**config.mk**
```make
export PLATFORM = sky130hd
export DESIGN_NAME = trigger_rx_fsm
export DESIGN_NICKNAME = d
export VERILOG_FILES = /design/src/rtl/trigger_rx_fsm.sv
export SDC_FILE = /design/constraint.sdc
export NUM_CORES = 1
export LEC_CHECK = 0
export ABC_AREA = 1
export CAP_MARGIN = 15
export CORE_MARGIN = 5
export CORE_UTILIZATION = 40
export CTS_BUF_LIST = sky130_fd_sc_hd__clkbuf_4
export CTS_CLUSTER_SIZE = 30
export DETAILED_ROUTE_END_ITERATION = 7
export DONT_BUFFER_PORTS = 1
export PLACE_DENSITY = 0.65
export SYNTH_ARGS = -nofsm -noshare
export SYNTH_HDL_FRONTEND = slang
export SYNTH_SLANG_ARGS = --single-unit
export TNS_END_PERCENT = 5
```
**constraint.sdc**
```tcl
create_clock -name clk -period 2.3 [get_ports clk]
set_clock_uncertainty 0.15 [all_clocks]
set_input_delay 0.115 -clock clk [delete_from_list [all_inputs] [get_ports clk]]
set_output_delay 0.115 -clock clk [all_outputs]
set_load 0.05 [all_outputs]
```
**src/rtl/trigger_rx_fsm.sv**
```systemverilog
// trigger_rx_fsm: receive end of the serial power-supply trigger link.
// Decodes 8N1 frames from rx and pulses trigger_out on TRIGGER_CODE.
// Ports:
//   clk, reset_n              clock, async active-low reset
//   rx                        serial line, async to clk, idles high
//   data_out / data_valid     last good byte / 1-cycle update pulse
//   trigger_out               1-cycle pulse, byte == TRIGGER_CODE
//   frame_error               1-cycle pulse, stop bit sampled low
//   busy                      state != IDLE
//   trig_count                triggers received, wraps to 0
module trigger_rx_fsm #(
  parameter int          CLKS_PER_BIT = 16,
  parameter logic [7:0]  TRIGGER_CODE = 8'hA5,
  parameter int          CNT_W        = 16
) (
  input  logic             clk,
  input  logic             reset_n,
  input  logic             rx,
  output logic [7:0]       data_out,
  output logic             data_valid,
  output logic             trigger_out,
  output logic             frame_error,
  output logic             busy,
  output logic [CNT_W-1:0] trig_count
);

  localparam int CCW = $clog2(CLKS_PER_BIT);
  localparam logic [CCW-1:0] LAST = CCW'(CLKS_PER_BIT - 1);
  localparam logic [CCW-1:0] MID  = CCW'(CLKS_PER_BIT / 2 - 1);

  typedef enum logic [4:0] {
    IDLE    = 5'b00001,
    START   = 5'b00010,
    DATA    = 5'b00100,
    STOP    = 5'b01000,
    WAIT_HI = 5'b10000
  } state_t;

  state_t           state_q, state_d;
  logic             rx_meta_q, rx_s_q;
  logic [CCW-1:0]   clk_cnt_q, clk_cnt_d;
  logic [2:0]       bit_cnt_q, bit_cnt_d;
  logic [7:0]       shreg_q, shreg_d;
  logic [7:0]       data_out_q, data_out_d;
  logic             valid_q, valid_d;
  logic             trig_q, trig_d;
  logic             ferr_q, ferr_d;
  logic [CNT_W-1:0] cnt_q, cnt_d;

  always_comb begin
    state_d    = state_q;
    clk_cnt_d  = clk_cnt_q;
    bit_cnt_d  = bit_cnt_q;
    shreg_d    = shreg_q;
    data_out_d = data_out_q;
    valid_d    = 1'b0;
    trig_d     = 1'b0;
    ferr_d     = 1'b0;
    cnt_d      = cnt_q;
    case (state_q)
      IDLE: begin
        if (!rx_s_q) begin
          state_d   = START;
          clk_cnt_d = '0;
        end
      end
      START: begin
        if (clk_cnt_q == MID) begin
          clk_cnt_d = '0;
          bit_cnt_d = '0;
          // a start bit gone high by mid-bit is a glitch
          state_d   = rx_s_q ? IDLE : DATA;
        end else begin
          clk_cnt_d = clk_cnt_q + CCW'(1);
        end
      end
      DATA: begin
        if (clk_cnt_q == LAST) begin
          shreg_d   = {rx_s_q, shreg_q[7:1]};
          clk_cnt_d = '0;
          if (bit_cnt_q == 3'd7) begin
            state_d = STOP;
          end else begin
            bit_cnt_d = bit_cnt_q + 3'd1;
          end
        end else begin
          clk_cnt_d = clk_cnt_q + CCW'(1);
        end
      end
      STOP: begin
        if (clk_cnt_q == LAST) begin
          clk_cnt_d = '0;
          if (rx_s_q) begin
            data_out_d = shreg_q;
            valid_d    = 1'b1;
            if (shreg_q == TRIGGER_CODE) begin
              trig_d = 1'b1;
              cnt_d  = cnt_q + CNT_W'(1);
            end
            state_d = IDLE;
          end else begin
            ferr_d  = 1'b1;
            // hold off until the line returns high (break)
            state_d = WAIT_HI;
          end
        end else begin
          clk_cnt_d = clk_cnt_q + CCW'(1);
        end
      end
      WAIT_HI: begin
        if (rx_s_q) state_d = IDLE;
      end
      default: begin
        state_d = IDLE;
      end
    endcase
  end

  always_ff @(posedge clk or negedge reset_n) begin
    if (!reset_n) begin
      state_q    <= IDLE;
      rx_meta_q  <= 1'b1;
      rx_s_q     <= 1'b1;
      clk_cnt_q  <= '0;
      bit_cnt_q  <= '0;
      shreg_q    <= '0;
      data_out_q <= '0;
      valid_q    <= 1'b0;
      trig_q     <= 1'b0;
      ferr_q     <= 1'b0;
      cnt_q      <= '0;
    end else begin
      state_q    <= state_d;
      rx_meta_q  <= rx;
      rx_s_q     <= rx_meta_q;
      clk_cnt_q  <= clk_cnt_d;
      bit_cnt_q  <= bit_cnt_d;
      shreg_q    <= shreg_d;
      data_out_q <= data_out_d;
      valid_q    <= valid_d;
      trig_q     <= trig_d;
      ferr_q     <= ferr_d;
      cnt_q      <= cnt_d;
    end
  end

  assign data_out    = data_out_q;
  assign data_valid  = valid_q;
  assign trigger_out = trig_q;
  assign frame_error = ferr_q;
  assign trig_count  = cnt_q;
  assign busy        = (state_q != IDLE);

endmodule
```
## Yosys cells after proc, flatten, opt, wreduce, memory -nomap -nowiden

Cells that the tools add are included.

| storage, ports and cells | value |
|---|---|
| register bits | 49 |
| bits of input ports | 3 |

| operators by class | value |
|---|---|
| add/sub/neg operators | 3 |
| eq/ne operators | 17 |
| mux-type cells | 27 |
| reduce and logical (&&, ||, !) cells | 9 |

Operators by type and width:

| cell | count |
|---|---|
| 5-bit 2-to-1 mux | 7 |
| 5-bit case mux with 5 select lines | 1 |
| 16-bit by 1-bit adder with 16-bit output (second input constant) | 1 |
| 2-bit inequality test (second input constant) | 7 |
| 3-bit 2-to-1 mux | 4 |
| 4-bit 2-to-1 mux | 3 |
| 4-bit case mux with 3 select lines | 1 |
| 1-bit 2-to-1 mux | 10 |
| 8-bit == test (second input constant) | 1 |
| 4-bit AND reduction | 2 |
| 3-bit case mux with 2 select lines | 1 |
| 6-bit AND reduction | 1 |
| 5-bit by 1-bit == test with 1-bit output (second input constant) | 1 |
| 5-bit by 2-bit == test with 1-bit output (second input constant) | 1 |
| 5-bit by 3-bit == test with 1-bit output (second input constant) | 1 |
| 5-bit by 4-bit == test with 1-bit output (second input constant) | 1 |
| 5-bit == test (second input constant) | 1 |
| 5-bit by 1-bit inequality test with 1-bit output (second input constant) | 1 |
| 4-bit by 1-bit adder with 4-bit output (second input constant) | 1 |
| 4-bit by 3-bit == test with 1-bit output (second input constant) | 1 |
| 4-bit == test (second input constant) | 1 |
| 2-bit AND reduction | 2 |
| 3-bit by 1-bit adder with 3-bit output (second input constant) | 1 |
| 3-bit == test (second input constant) | 1 |
| 4 further kinds | 4 |

## Logic depth before layout (Yosys ltp)

| depth | value |
|---|---|
| word-level depth | 5 |
| gate-level depth with buffers | 10 |
| gate-level depth less buffers | 9 |

## Worst setup path before layout

No wires, ideal clock.

| path | value |
|---|---|
| path kind | flip-flop to flip-flop |
| start point | register cnt_q[0], in the netlist trig_count[0] |
| end point | register cnt_q[14], in the netlist trig_count[14] |
| setup time | 0.118 ns |
| arrival time | 1.605 ns |
| path slack | 0.427 ns |
| stages on the path, launching flop included | 9 |
| path buffers | 0 |
| period minus slack after synthesis | 1.873 ns |
| cells stage by stage | dfrtp_1 ha_1 nand3_1 nor2_1 nand3_1 nand2_1 nand2_1 nand2_1 nand2_1 |

| on the way | value |
|---|---|
| word-level cells in the longest chain between the ends | 1 |

RTL lines:

| item | line | RTL |
|---|---|---|
| start: declaration | 48 | `logic [CNT_W-1:0] cnt_q, cnt_d;` |
| start signal: assignment | 143 | `cnt_q <= cnt_d;` |
| 16-bit by 1-bit adder with 16-bit output | 98 | `cnt_d = cnt_q + CNT_W'(1);` |

No other way between the ends.
A chain may end at the register's enable or synchronous reset.

## Final worst setup path

| path | value |
|---|---|
| start point | register state_q[0] |
| end point | register cnt_q[10], in the netlist trig_count[10] |

| on the way | value |
|---|---|
| word-level cells in the longest chain between the ends | 2 |

RTL lines:

| item | line | RTL |
|---|---|---|
| start: declaration | 39 | `state_t state_q, state_d;` |
| start signal: assignment | 133 | `state_q <= state_d;` |
| 5-bit by 4-bit == test with 1-bit output | 60 | `case (state_q)` |
| 4-bit AND reduction (no source line) | - |  |

No other way between the ends.

==> impl_metrics.py <==
metrics = {
    "run_status": {
        "status": "complete, no violations",
    },
    "logic_synthesis": {
        "synth_commonest_cells": "104 x nand2_1, 46 x dfrtp_1, 28 x inv_1",
        "async_reset_ff_share_pct": 100,
        "yosysMostFrequentCell": "nand2_1",
        "synth_seq_cells": 49,
        "yosys-top-cells-area": "dfrtp_1 46%, nand2_1 15%, inv_1 4.2%",
        "synthFlopType": "dfrtp_1",
        "yosysWarnings": 0,
        "synthesis.nets": 312,
        "postSynthAreaPerCell_um2": 8.29,
        "ys_seq_area_share_pct": 48.7,
        "ys_types": 32,
        "synthesis.area_um2": 2530,
        "synth_cells": 305,
        "synthDominantCellAreaShare_pct": 45.5,
        "yosys.area.top_type": "dfrtp_1",
        "synth-edff-count": 0,
    },
    "power": {
        "peakVddDrop_mv": 0.430,
        "p_total_mw": 1.98,
        "pwr_density_cell_nw_per_um2": 700,
        "p_leak_nw": 1.36,
    },
    "critical_path": {
        "required_ps": 2410,
        "path_cells": "inv_1 > nand2_1 > nor2_2 > nand2_4 > inv_2 > nand3_4 > clkinv_2 > nand2_1 > o21ai_0",
        "crit_type": "reg -> reg",
        "r2r_slack_ps": 490,
        "worst-path-max-fanout": 18,
        "critPathLaunchType": "flip-flop",
        "reg2reg_depth": 9,
        "max_stage_delay_ps": 570,
        "r2r-start": "state_q[0]$_DFFE_PN1P_",
        "end_kind": "flip-flop",
        "cp_common_cell": "nand2_1",
        "worstPathArrival_ps": 1920,
        "critPathSlowestCell": "dfstp_2",
        "rr_endpoint": "trig_count[10]$_DFFE_PN0P_",
    },
    "finish": {
        "num_antenna_cells": 0,
        "drive_above_1_share_pct": 15.3,
        "final_cell_area_um2": 2820,
        "fillers": 624,
        "fin_nets": 333,
        "syn_to_final_growth_pct": 11.7,
        "finalNonFillerCells": 404,
    },
    "global_route": {
        "antenna_found_initial": 0,
        "grt.overflow.total": 0,
        "grt_pass1_vias": 1900,
        "track_usage_pct": 13.7,
        "grt_start_max_net_pins": 50,
        "grt_pass1_wl_um": 8690,
    },
    "timing": {
        "hold_violations": 0,
        "period_minus_slack_ps": 1810,
        "slew_viol_final": 0,
        "rsz0062_at_grt": "false",
        "max_freq_mhz": 553,
        "post-route-period-util_pct": 78.6,
        "slew_headroom_pct": 64.5,
        "tightest_slew_ps": 533,
        "hold_slack_ps": 88.1,
        "setup_tns_ps": 0,
        "setup_viol_count_final": 0,
    },
    "clock_tree": {
        "cts.sink_count": 49,
        "cts_tree": "yes",
        "clk_path_buf_depth": 2,
        "cts.repair.resized": 0,
        "clk_latency_ps": 360,
        "clk_pin_slew_ps": 150,
        "cts_root_buf": "clkbuf_4",
        "cts_buffers": 5,
        "cts_hold_buffers": 3,
        "postCtsSetupBuffers": 0,
        "ctsHtreeMaxLevel": 2,
    },
    "floorplanning": {
        "start_util_pct": 40.5,
        "core_area_um2": 6240,
        "fp.dieH_um": 89.5,
        "die_x_um": 89.5,
        "ios": 31,
        "rows": 29,
        "dieArea_um2": 8010,
    },
    "route": {
        "routed_via_density": 4.93,
        "postRouteWirelength_um": 5020,
        "wire_per_inst_um": 12.4,
        "final_antenna_net_count": 0,
        "drt_pass1_iterations": 5,
        "first_iter_violations": 106,
        "drc": 0,
        "vias": 1991,
    },
    "worst_hold_path": {
        "hold_class": "in -> async",
    },
    "place": {
        "dp.cells": 393,
        "place_area_um2": 2690,
        "portBuffers": 0,
        "place_congestion": 0.953,
        "hpwlAfterDp_um": 3660,
    },
    "flow_run": {
        "drv_cap": 0,
    },
}
-- area by class of cell --
class	count	area [um2]	area share, %
sequential	49	1230	43.6
multi-input combinational	219	1130	39.9
timing repair buffer	18	160	5.67
inverter	33	128	4.52
tap	77	96.3	3.41
clock inverter	3	46.3	1.64
clock buffer	5	37.5	1.33
-- power breakdown --
part           internal, mW  switching [mW]
registers             0.924          0.0405
logic                 0.137           0.356
clock network         0.231           0.290
-- sequential cells by signal, summed over array words and instances (netlist names) --
name,count
trig_count,16
data_out,8
shreg_q,8
state_q,5
clk_cnt_q,4
bit_cnt_q,3
data_valid,1
frame_error,1
rx_meta_q,1
rx_s_q,1
trigger_out,1
-- per-layer routing --
| metal | GRT usage [%] | vias up | wire length, um |
|---|---|---|---|
| li1 | - | 1015 | - |
| met4 | 5.28 | 0 | 102 |
| met3 | 3.41 | 11 | 265 |
| met1 | 17.6 | 913 | 2340 |
| met5 | 0 | - | 0 |
| met2 | 22.3 | 52 | 2310 |
-- how the worst max path moves through the flow --
| stage | from | end | slack [ps] |
|---|---|---|---|
| after floorplan | trig_count[0]$_DFFE_PN0P_ | trig_count[14]$_DFFE_PN0P_ | 430 |
| after global placement | state_q[0]$_DFFE_PN1P_ | trig_count[10]$_DFFE_PN0P_ | 550 |
| after detailed placement | state_q[0]$_DFFE_PN1P_ | trig_count[10]$_DFFE_PN0P_ | 500 |
| after CTS | shreg_q[3]$_DFFE_PN0P_ | trig_count[10]$_DFFE_PN0P_ | 480 |
| after global routing | clk_cnt_q[0]$_DFFE_PN0P_ | state_q[2]$_DFFE_PN0P_ | 290 |
| final | state_q[0]$_DFFE_PN1P_ | trig_count[10]$_DFFE_PN0P_ | 490 |
-- cells by family (layout without fill, tap and decap cells) --
logic type / Yosys count / in the layout / synth area share [%]
compound gates: 33 / 33 / 7.77
buf+inv: 37 / 59 / 6.78
xor+xnor: 11 / 11 / 3.81
simple gates: 171 / 171 / 31.0
fa+ha+maj: 4 / 4 / 1.98
flops: 49 / 49 / 48.7
-- placed cells by master, fill, tap and decap left out, types with 4 or more instances in the layout --
cell type / netlist / final
buf_4: 1 / 15
inv_1: 28 / 28
xor2_1: 6 / 6
nor2_1: 25 / 25
clkbuf_4: 0 / 5
nand4_1: 7 / 7
nand3_1: 18 / 18
xnor2_1: 5 / 5
o21ai_0: 21 / 21
o21ai_2: 7 / 7
nand2_1: 104 / 104
ha_1: 4 / 4
dfrtp_1: 46 / 46
-- stage by stage --
stage          setup slack [ps]  util (%)
6_report                    491      45.2
5_1_grt                     287      45.2
4_1_cts                     477      45.2
3_5_place_dp                498      43.1
3_3_place_gp                554      43.1
2_1_floorplan               427         -
-- worst max-delay path, delay by kind of cell, from the launching register on --
family	cells	cell delay (ps)
AO/OA/AOI/OAI	1	100
buffers and inverters	3	350
AND/OR/NAND/NOR	5	550
flip-flops	1	570
Note: power is estimated with default switching activity, not from simulation.
